[config.mk]
export PLATFORM = sky130hd
export DESIGN_NAME = pc_sequencer
export DESIGN_NICKNAME = d
export VERILOG_FILES = /design/src/rtl/pc_sequencer.sv
export SDC_FILE = /design/constraint.sdc
export NUM_CORES = 1
export LEC_CHECK = 0
export BUFFER_PORTS_ARGS = -buffer_cell sky130_fd_sc_hd__clkbuf_2
export CELL_PAD_IN_SITES_DETAIL_PLACEMENT = 1
export CELL_PAD_IN_SITES_GLOBAL_PLACEMENT = 1
export CORE_MARGIN = 4
export CORE_UTILIZATION = 37
export CTS_BUF_LIST = sky130_fd_sc_hd__clkbuf_8 sky130_fd_sc_hd__clkbuf_16
export DETAILED_ROUTE_END_ITERATION = 10
export PLACE_DENSITY_LB_ADDON = 0.1
export SYNTH_ARGS = -nofsm -noshare
export SYNTH_HDL_FRONTEND = slang
export SYNTH_SLANG_ARGS = --single-unit
[constraint.sdc]
create_clock -name clock -period 2.5 [get_ports clock]
set_input_delay 0 -clock clock [delete_from_list [all_inputs] [get_ports clock]]
set_output_delay 0 -clock clock [all_outputs]
set_load 0.02 [all_outputs]
[src/rtl/pc_sequencer.sv]
// Fetch PC owner: advances the PC, applies trap/branch redirects and squashes
// wrong-path IF/ID work for a fixed bubble window after each redirect.
module pc_sequencer #(
  parameter logic [31:0] RESET_PC     = 32'h0000_0000,
  parameter int unsigned FLUSH_CYCLES = 2
) (
  input  logic        clock,
  input  logic        reset,
  input  logic        redirect_valid,
  input  logic [31:0] redirect_target,
  input  logic        trap_valid,
  input  logic [31:0] trap_vector,
  input  logic        stall,
  input  logic        fetch_ready,
  output logic [31:0] pc_out,
  output logic        fetch_valid,
  output logic        flush_if,
  output logic        flush_id,
  output logic        misalign_pulse,
  output logic [15:0] flush_count
);

  typedef enum logic {RUN = 1'b0, FLUSH = 1'b1} state_t;

  localparam logic [2:0] BUBBLE_LOAD = 3'(FLUSH_CYCLES - 1);

  state_t      state_r,    state_next_s;
  logic [31:0] pc_r,       pc_next_s;
  logic [2:0]  bubble_r,   bubble_next_s;
  logic        flush_r,    flush_next_s;
  logic        misalign_r, misalign_next_s;
  logic [15:0] count_r,    count_next_s;
  logic        fetch_valid_s;
  logic        enter_flush_s;

  assign fetch_valid_s  = (state_r == RUN) && !stall;
  assign fetch_valid    = fetch_valid_s;
  assign pc_out         = pc_r;
  assign flush_if       = flush_r;
  assign flush_id       = flush_r;
  assign misalign_pulse = misalign_r;
  assign flush_count    = count_r;

  // State and output registers; reset also aborts any flush in progress.
  always_ff @(posedge clock or posedge reset) begin
    if (reset) begin
      state_r    <= RUN;
      pc_r       <= RESET_PC;
      bubble_r   <= 3'd0;
      flush_r    <= 1'b0;
      misalign_r <= 1'b0;
      count_r    <= 16'd0;
    end else begin
      state_r    <= state_next_s;
      pc_r       <= pc_next_s;
      bubble_r   <= bubble_next_s;
      flush_r    <= flush_next_s;
      misalign_r <= misalign_next_s;
      count_r    <= count_next_s;
    end
  end

  // Next-state logic: redirect priority in RUN, bubble countdown in FLUSH.
  always_comb begin
    state_next_s    = state_r;
    pc_next_s       = pc_r;
    bubble_next_s   = bubble_r;
    flush_next_s    = flush_r;
    misalign_next_s = 1'b0;
    count_next_s    = count_r;
    enter_flush_s   = 1'b0;
    case (state_r)
      RUN: begin
        if (trap_valid) begin
          pc_next_s     = trap_vector;
          enter_flush_s = 1'b1;
        end else if (redirect_valid && (redirect_target[1:0] == 2'b00)) begin
          pc_next_s     = redirect_target;
          enter_flush_s = 1'b1;
        end else if (redirect_valid) begin
          // Misaligned branch target is turned into a trap to the vector.
          pc_next_s       = trap_vector;
          misalign_next_s = 1'b1;
          enter_flush_s   = 1'b1;
        end else if (fetch_valid_s && fetch_ready) begin
          pc_next_s = pc_r + 32'd4;
        end else begin
          pc_next_s = pc_r;
        end
        if (enter_flush_s) begin
          state_next_s  = FLUSH;
          bubble_next_s = BUBBLE_LOAD;
          flush_next_s  = 1'b1;
          count_next_s  = (count_r == 16'hFFFF) ? count_r : count_r + 16'd1;
        end else begin
          state_next_s = RUN;
          flush_next_s = 1'b0;
        end
      end
      FLUSH: begin
        if (bubble_r == 3'd0) begin
          state_next_s = RUN;
          flush_next_s = 1'b0;
        end else begin
          bubble_next_s = bubble_r - 3'd1;
        end
      end
      default: begin
        state_next_s = RUN;
        flush_next_s = 1'b0;
      end
    endcase
  end

endmodule
=== Word-level counts from Yosys, hierarchy flattened ===
Cells that the tools add are included.

* Register bits after elaboration: 54
* Input bits: 70
* Output and inout port bits: 52
* Word-level logic and storage cells: 44

* Add/sub/neg operators: 3
* Equal/unequal tests: 4
* Multiplexer cells: 19
* Bitwise logic cells: 2
* Reduce and logical (&&, ||, !) cells: 10

{| class="wikitable"
|+ Operators by type and width
! operator !! number
|-
| 2-to-1 mux 32 bit || 4
|-
| adder 32 x 3 -> 32 bit, second input constant || 1
|-
| adder 16 x 1 -> 16 bit, second input constant || 1
|-
| == test 16 bit, second input constant || 1
|-
| 2-to-1 mux 1 bit || 10
|-
| 2-to-1 mux 3 bit || 2
|-
| case mux 3 bit (2 select lines) || 1
|-
| != test 2 x 1 -> 1 bit, second input constant || 2
|-
| case mux 1 bit (2 select lines) || 2
|-
| AND reduction 2 bit || 2
|-
| nonzero test 4 bit || 1
|-
| logical AND 1 bit || 3
|-
| logical NOT 3 bit || 1
|-
| AND reduction 3 bit || 1
|-
| subtractor 3 x 1 -> 3 bit, second input constant || 1
|-
| logical NOT 2 bit || 1
|-
| != test 2 bit, second input constant || 1
|-
| inverter 1 bit || 2
|-
| logical NOT 1 bit || 1
|}

=== Longest topological paths before layout ===
* Word-level depth: 7
* Depth in mapped cells: 7
* Depth with buffers taken out: 6

=== Worst setup path after synthesis ===
Ideal clock, no wire load.

* Path type: reg-to-reg
* Start point: register pc_r[12] (netlist: pc_out[12])
* End point: register pc_r[29] (netlist: pc_out[29])
* Setup time: 0.131 ns
* Data arrival time: 1.894 ns
* Data required time: 2.369 ns
* Slack: 0.474 ns
* Cell stages (with the launch flop): 6
* Path buffers: 0
* Period minus slack after synthesis: 2.026 ns
* Cell sequence: dfrtp_1 > nand4_4 > nor4_4 > nand4_1 > and3_1 > or3_1

* Longest elaborated chain between the ends: 5

{| class="wikitable"
|+ Ends and longest elaborated chain
! item !! line !! source
|-
| start: declaration || 28 || <nowiki>logic [31:0] pc_r, pc_next_s;</nowiki>
|-
| start signal: assignment || 55 || <nowiki>pc_r <= pc_next_s;</nowiki>
|-
| adder 32 x 3 -> 32 bit || 86 || <nowiki>pc_next_s = pc_r + 32'd4;</nowiki>
|-
| 2-to-1 mux 32 bit || 85 || <nowiki>end else if (fetch_valid_s && fetch_ready) begin</nowiki>
|-
| 2-to-1 mux 32 bit || 80 || <nowiki>end else if (redirect_valid) begin</nowiki>
|-
| 2-to-1 mux 32 bit || 77 || <nowiki>end else if (redirect_valid && (redirect_target[1:0] == 2'b00)) begin</nowiki>
|-
| 2-to-1 mux 32 bit || 74 || <nowiki>if (trap_valid) begin</nowiki>
|}

Every way passes these cells. The select of a mux whose other input is x is not followed.
A chain may end at the register's enable or synchronous reset.

=== Final worst setup path ===
* Start point: input port redirect_valid
* End point: register pc_r[8] (netlist: pc_out[8])

* Longest elaborated chain between the ends: 3
* Elaborated cells on any way between the ends: 6
* Those cells by class: mux (3); reduce/logical (3)

{| class="wikitable"
|+ Ends and longest elaborated chain
! item !! line !! source
|-
| start: declaration || 9 || <nowiki>input logic redirect_valid,</nowiki>
|-
| 2-to-1 mux 32 bit or logical AND 1 bit (tied branches) || 80, 77 ||
|-
| 2-to-1 mux 32 bit or nonzero test 4 bit (tied branches) || n/a ||
|-
| 2-to-1 mux 32 bit or AND reduction 2 bit (tied branches) || n/a ||
|}

Several ways; a longest one is shown, not always the timed one.

==> results.json <==
{
  "power_mw": 4.088,
  "numCtsBuffers": 5,
  "wl_um": 12850,
  "synth_edf_count": 0,
  "power.internal_mw": 2.098,
  "dieArea_sq_um": 11410,
  "die_x_um": 106.8,
  "worstReg2RegStart": "pc_out[2]$_DFFE_PP0P_",
  "switching_power_mw": 1.990,
  "seqPwrFrac_pct": 42.1,
  "worst-path-max-fanout": 38,
  "finalHoldViolations": 0,
  "route.detailed.drc": 0,
  "drive_gt1_share_pct": 28.65,
  "drt_first_pass_iters": 4,
  "maxSlewViolCount": 0,
  "synthTopCellsByArea": "dfrtp_1 37%, o21ai_0 5.4%, a22o_1 4.6%, nand2_1 3.5%, a21oi_1 3.3%",
  "status": "complete, no violations",
  "ir_drop_mv": 0.4353,
  "fin_setup_tns_ns": 0,
  "switching_share_pct": 48.67,
  "rsz0062_at_grt": "no",
  "antenna_found_initial": 0,
  "die_y_um": 106.8,
  "syn_avg_cell_area_sq_um": 8.387,
  "cts.clk_slew.worst_paths_ns": 0.11,
  "power_density_nw_per_um2": 898.7,
  "whs_endpoint": "pc_out[9]$_DFFE_PP0P_",
  "tightest_slew_ns": 0.7008,
  "vias": 3892,
  "clock-root-buffer": "clkbuf_8",
  "timing.final.crit_share_pct": 89.68,
  "syn_nets": 505,
  "cts_resized": 0,
  "grt_pass1_vias": 4051,
  "drt_iter0_markers": 119,
  "worstSkewPairLatency_ns": 0.31,
  "rows": 35,
  "max_freq_mhz": 446.0,
  "worstSetupStartpointType": "input pin",
  "mappedNetlistArea_sq_um": 3615,
  "grt_max_degree": 39,
  "yosysSeqAreaShare_pct": 37.38,
  "setup_viol": 0,
  "routedWlPerCell_um": 18.79,
  "nets": 628,
  "cts_setup_buffers": 0,
  "leakagePower_nw": 2.095,
  "r2r-end": "pc_out[30]$_DFFE_PP0P_",
  "cts_buffer_depth": 2,
  "synth_top_cell_by_area": "dfrtp_1",
  "core_sq_um": 9371,
  "ant_nets": 0,
  "holdCritPathClass": "in -> reg",
  "hold_path_startpoint": "trap_vector[9]",
  "end_kind": "flip-flop",
  "maxCapViolCount": 0,
  "fin_worst_skew_ns": 0.01045,
  "initial_core_util_pct": 38.57,
  "yosys_warnings": 0,
  "min_period_ns": 2.242,
  "clkPwrFrac_pct": 12.9,
  "crit_required_ns": 2.74,
  "viasPerCell": 5.690,
  "whs_path_depth": 3,
  "synthFlopType": "dfrtp_1",
  "gp_congestion": 0.8551,
  "ff2ff_setup_slack_ns": 0.28,
  "combPwrFrac_pct": 45.0,
  "h-tree-depth": 2,
  "grtUsageTotal_pct": 22.58,
  "area_growth_pct": 25.82,
  "yosysUniqueCellTypes": 56,
  "async_flop_share_pct": 100.0,
  "cts_tree": "built",
  "ys_ff_latch": 54,
  "path_class": "in -> reg",
  "netlist_instances": 431,
  "netlist.area_leader.share_pct": 37.38,
  "cts_sinks": 54,
  "crit_arrival_ns": 2.48,
  "ios": 122,
  "grt_overflow": 0,
  "place_hpwl_um": 9840,
  "port_buffers": 121,
  "relSlewSlack_pct": 53.21,
  "antennaDiodeCount": 0,
  "grt_pass1_wl_um": 20800,
  "r2r_cells": 6
}
flip-flops by register name (all words and copies together) (netlist names):
| name | flops |
|---|---|
| flush_count | 16 |
| flush_id | 1 |
| state_r | 1 |
| bubble_r | 3 |
| pc_out | 32 |
| misalign_pulse | 1 |
metal layers:
layer / share of wire [%] / track usage [%] / up-vias
li1: - / - / 1868
met4: 0.80 / 3.379 / 0
met3: 4.6 / 3.311 / 10
met5: 0 / 0 / -
met2: 50 / 39.93 / 94
met1: 45 / 29.85 / 1920
final cells by class:
class / instances / area [sq um]
clock inverter: 3 / 25.02
tap: 129 / 161.4
sequential: 54 / 1351
fill: 1191 / 4823
timing repair buffer: 142 / 780.7
clock buffer: 5 / 68.82
multi-input combinational: 333 / 2093
inverter: 18 / 67.56
stage by stage:
step | utilization (%) | setup slack, ns | hold WS (ns) | area, sq um | std cells
2_1_floorplan | - | 0.4744 | 0.07494 | 3615 | 431
6_report | 48.53 | 0.2580 | 0.01159 | 4548 | 684
4_1_cts | 48.53 | 0.3100 | 0.002914 | 4548 | 684
3_3_place_gp | 46.78 | 0.4694 | 0.1442 | 4384 | 669
5_1_grt | 48.53 | 0.1040 | 0.005340 | 4548 | 684
3_5_place_dp | 46.78 | 0.3437 | 0.1340 | 4384 | 669
critical path: stages:
cell and delay, ns:
dlygate4sd3_1 0.55, clkbuf_2 0.19, buf_4 0.40, a21o_1 0.44, a221oi_1 0.16, dlygate4sd3_1 0.59, o21ai_0 0.14
synth_stat cells (all sizes together) (5+ instances only):
cell	count
a31oi	9
a22o	19
nor3	20
xnor2	6
nand2b	5
nor4	10
nand3	24
nand2	34
a221oi	9
mux2	7
nor2b	8
nand4	9
inv	18
xor2	7
a22oi	6
dfrtp	54
o21ai	39
o31ai	7
nor2	31
a21oi	24
and3	6
clkbuf	22
what timing repair did:
action                                  CTS  global route
endpoints found under the setup margin    0             0
hold buffers                              7             0
endpoints found under the hold margin    33             0
placed cells by master, fill, tap and decap left out, types with 8 or more instances in the layout:
| cell | synthesis | layout |
|---|---|---|
| nand3_1 | 24 | 24 |
| dfrtp_1 | 54 | 54 |
| nand4_1 | 8 | 8 |
| buf_4 | 1 | 14 |
| nand2_1 | 34 | 34 |
| a221oi_1 | 9 | 9 |
| nor4_1 | 9 | 9 |
| a22o_1 | 19 | 19 |
| nor2b_1 | 8 | 8 |
| a31oi_1 | 9 | 9 |
| a21oi_1 | 24 | 24 |
| nor2_1 | 31 | 31 |
| nor3_1 | 20 | 20 |
| inv_1 | 18 | 17 |
| o21ai_0 | 39 | 39 |
| clkbuf_2 | 0 | 121 |
worst max-delay path by stage:
stage / cells after the start / end / startpoint / slack, ns
2_1_floorplan: 5 / pc_out[29]$_DFFE_PP0P_ / pc_out[12]$_DFFE_PP0P_ / 0.47
3_3_place_gp: 6 / pc_out[20]$_DFFE_PP0P_ / pc_out[2]$_DFFE_PP0P_ / 0.47
3_5_place_dp: 6 / pc_out[30]$_DFFE_PP0P_ / pc_out[2]$_DFFE_PP0P_ / 0.34
4_1_cts: 7 / pc_out[8]$_DFFE_PP0P_ / pc_out[2]$_DFFE_PP0P_ / 0.31
5_1_grt: 7 / pc_out[8]$_DFFE_PP0P_ / redirect_valid / 0.10
6_report: 7 / pc_out[8]$_DFFE_PP0P_ / redirect_valid / 0.26
logic make-up (layout without fill, tap and decap cells):
| family | after synthesis | count (layout) | share of synthesized area (%) |
|---|---|---|---|
| buffers and inverters | 44 | 168 | 4.707 |
| multiplexers | 8 | 8 | 2.458 |
| XOR/XNOR | 13 | 13 | 3.150 |
| adder cells (fa/ha/maj) | 4 | 4 | 1.385 |
| flip-flops | 54 | 54 | 37.38 |
| AND/OR/NAND/NOR | 165 | 165 | 24.16 |
| AO/OA/AOI/OAI | 143 | 143 | 26.76 |
power groups by stage:
stage / Sequential (mW) / Combinational (mW) / Clock (mW)
after detailed placement: 1.73 / 1.84 / 0
after global routing: 1.79 / 2.02 / 0.577
final: 1.72 / 1.84 / 0.527
after floorplan: 1.96 / 0.848 / 0
after global placement: 1.70 / 1.80 / 0
after CTS: 1.71 / 1.86 / 0.546
Power figures use the tool's default switching activity.
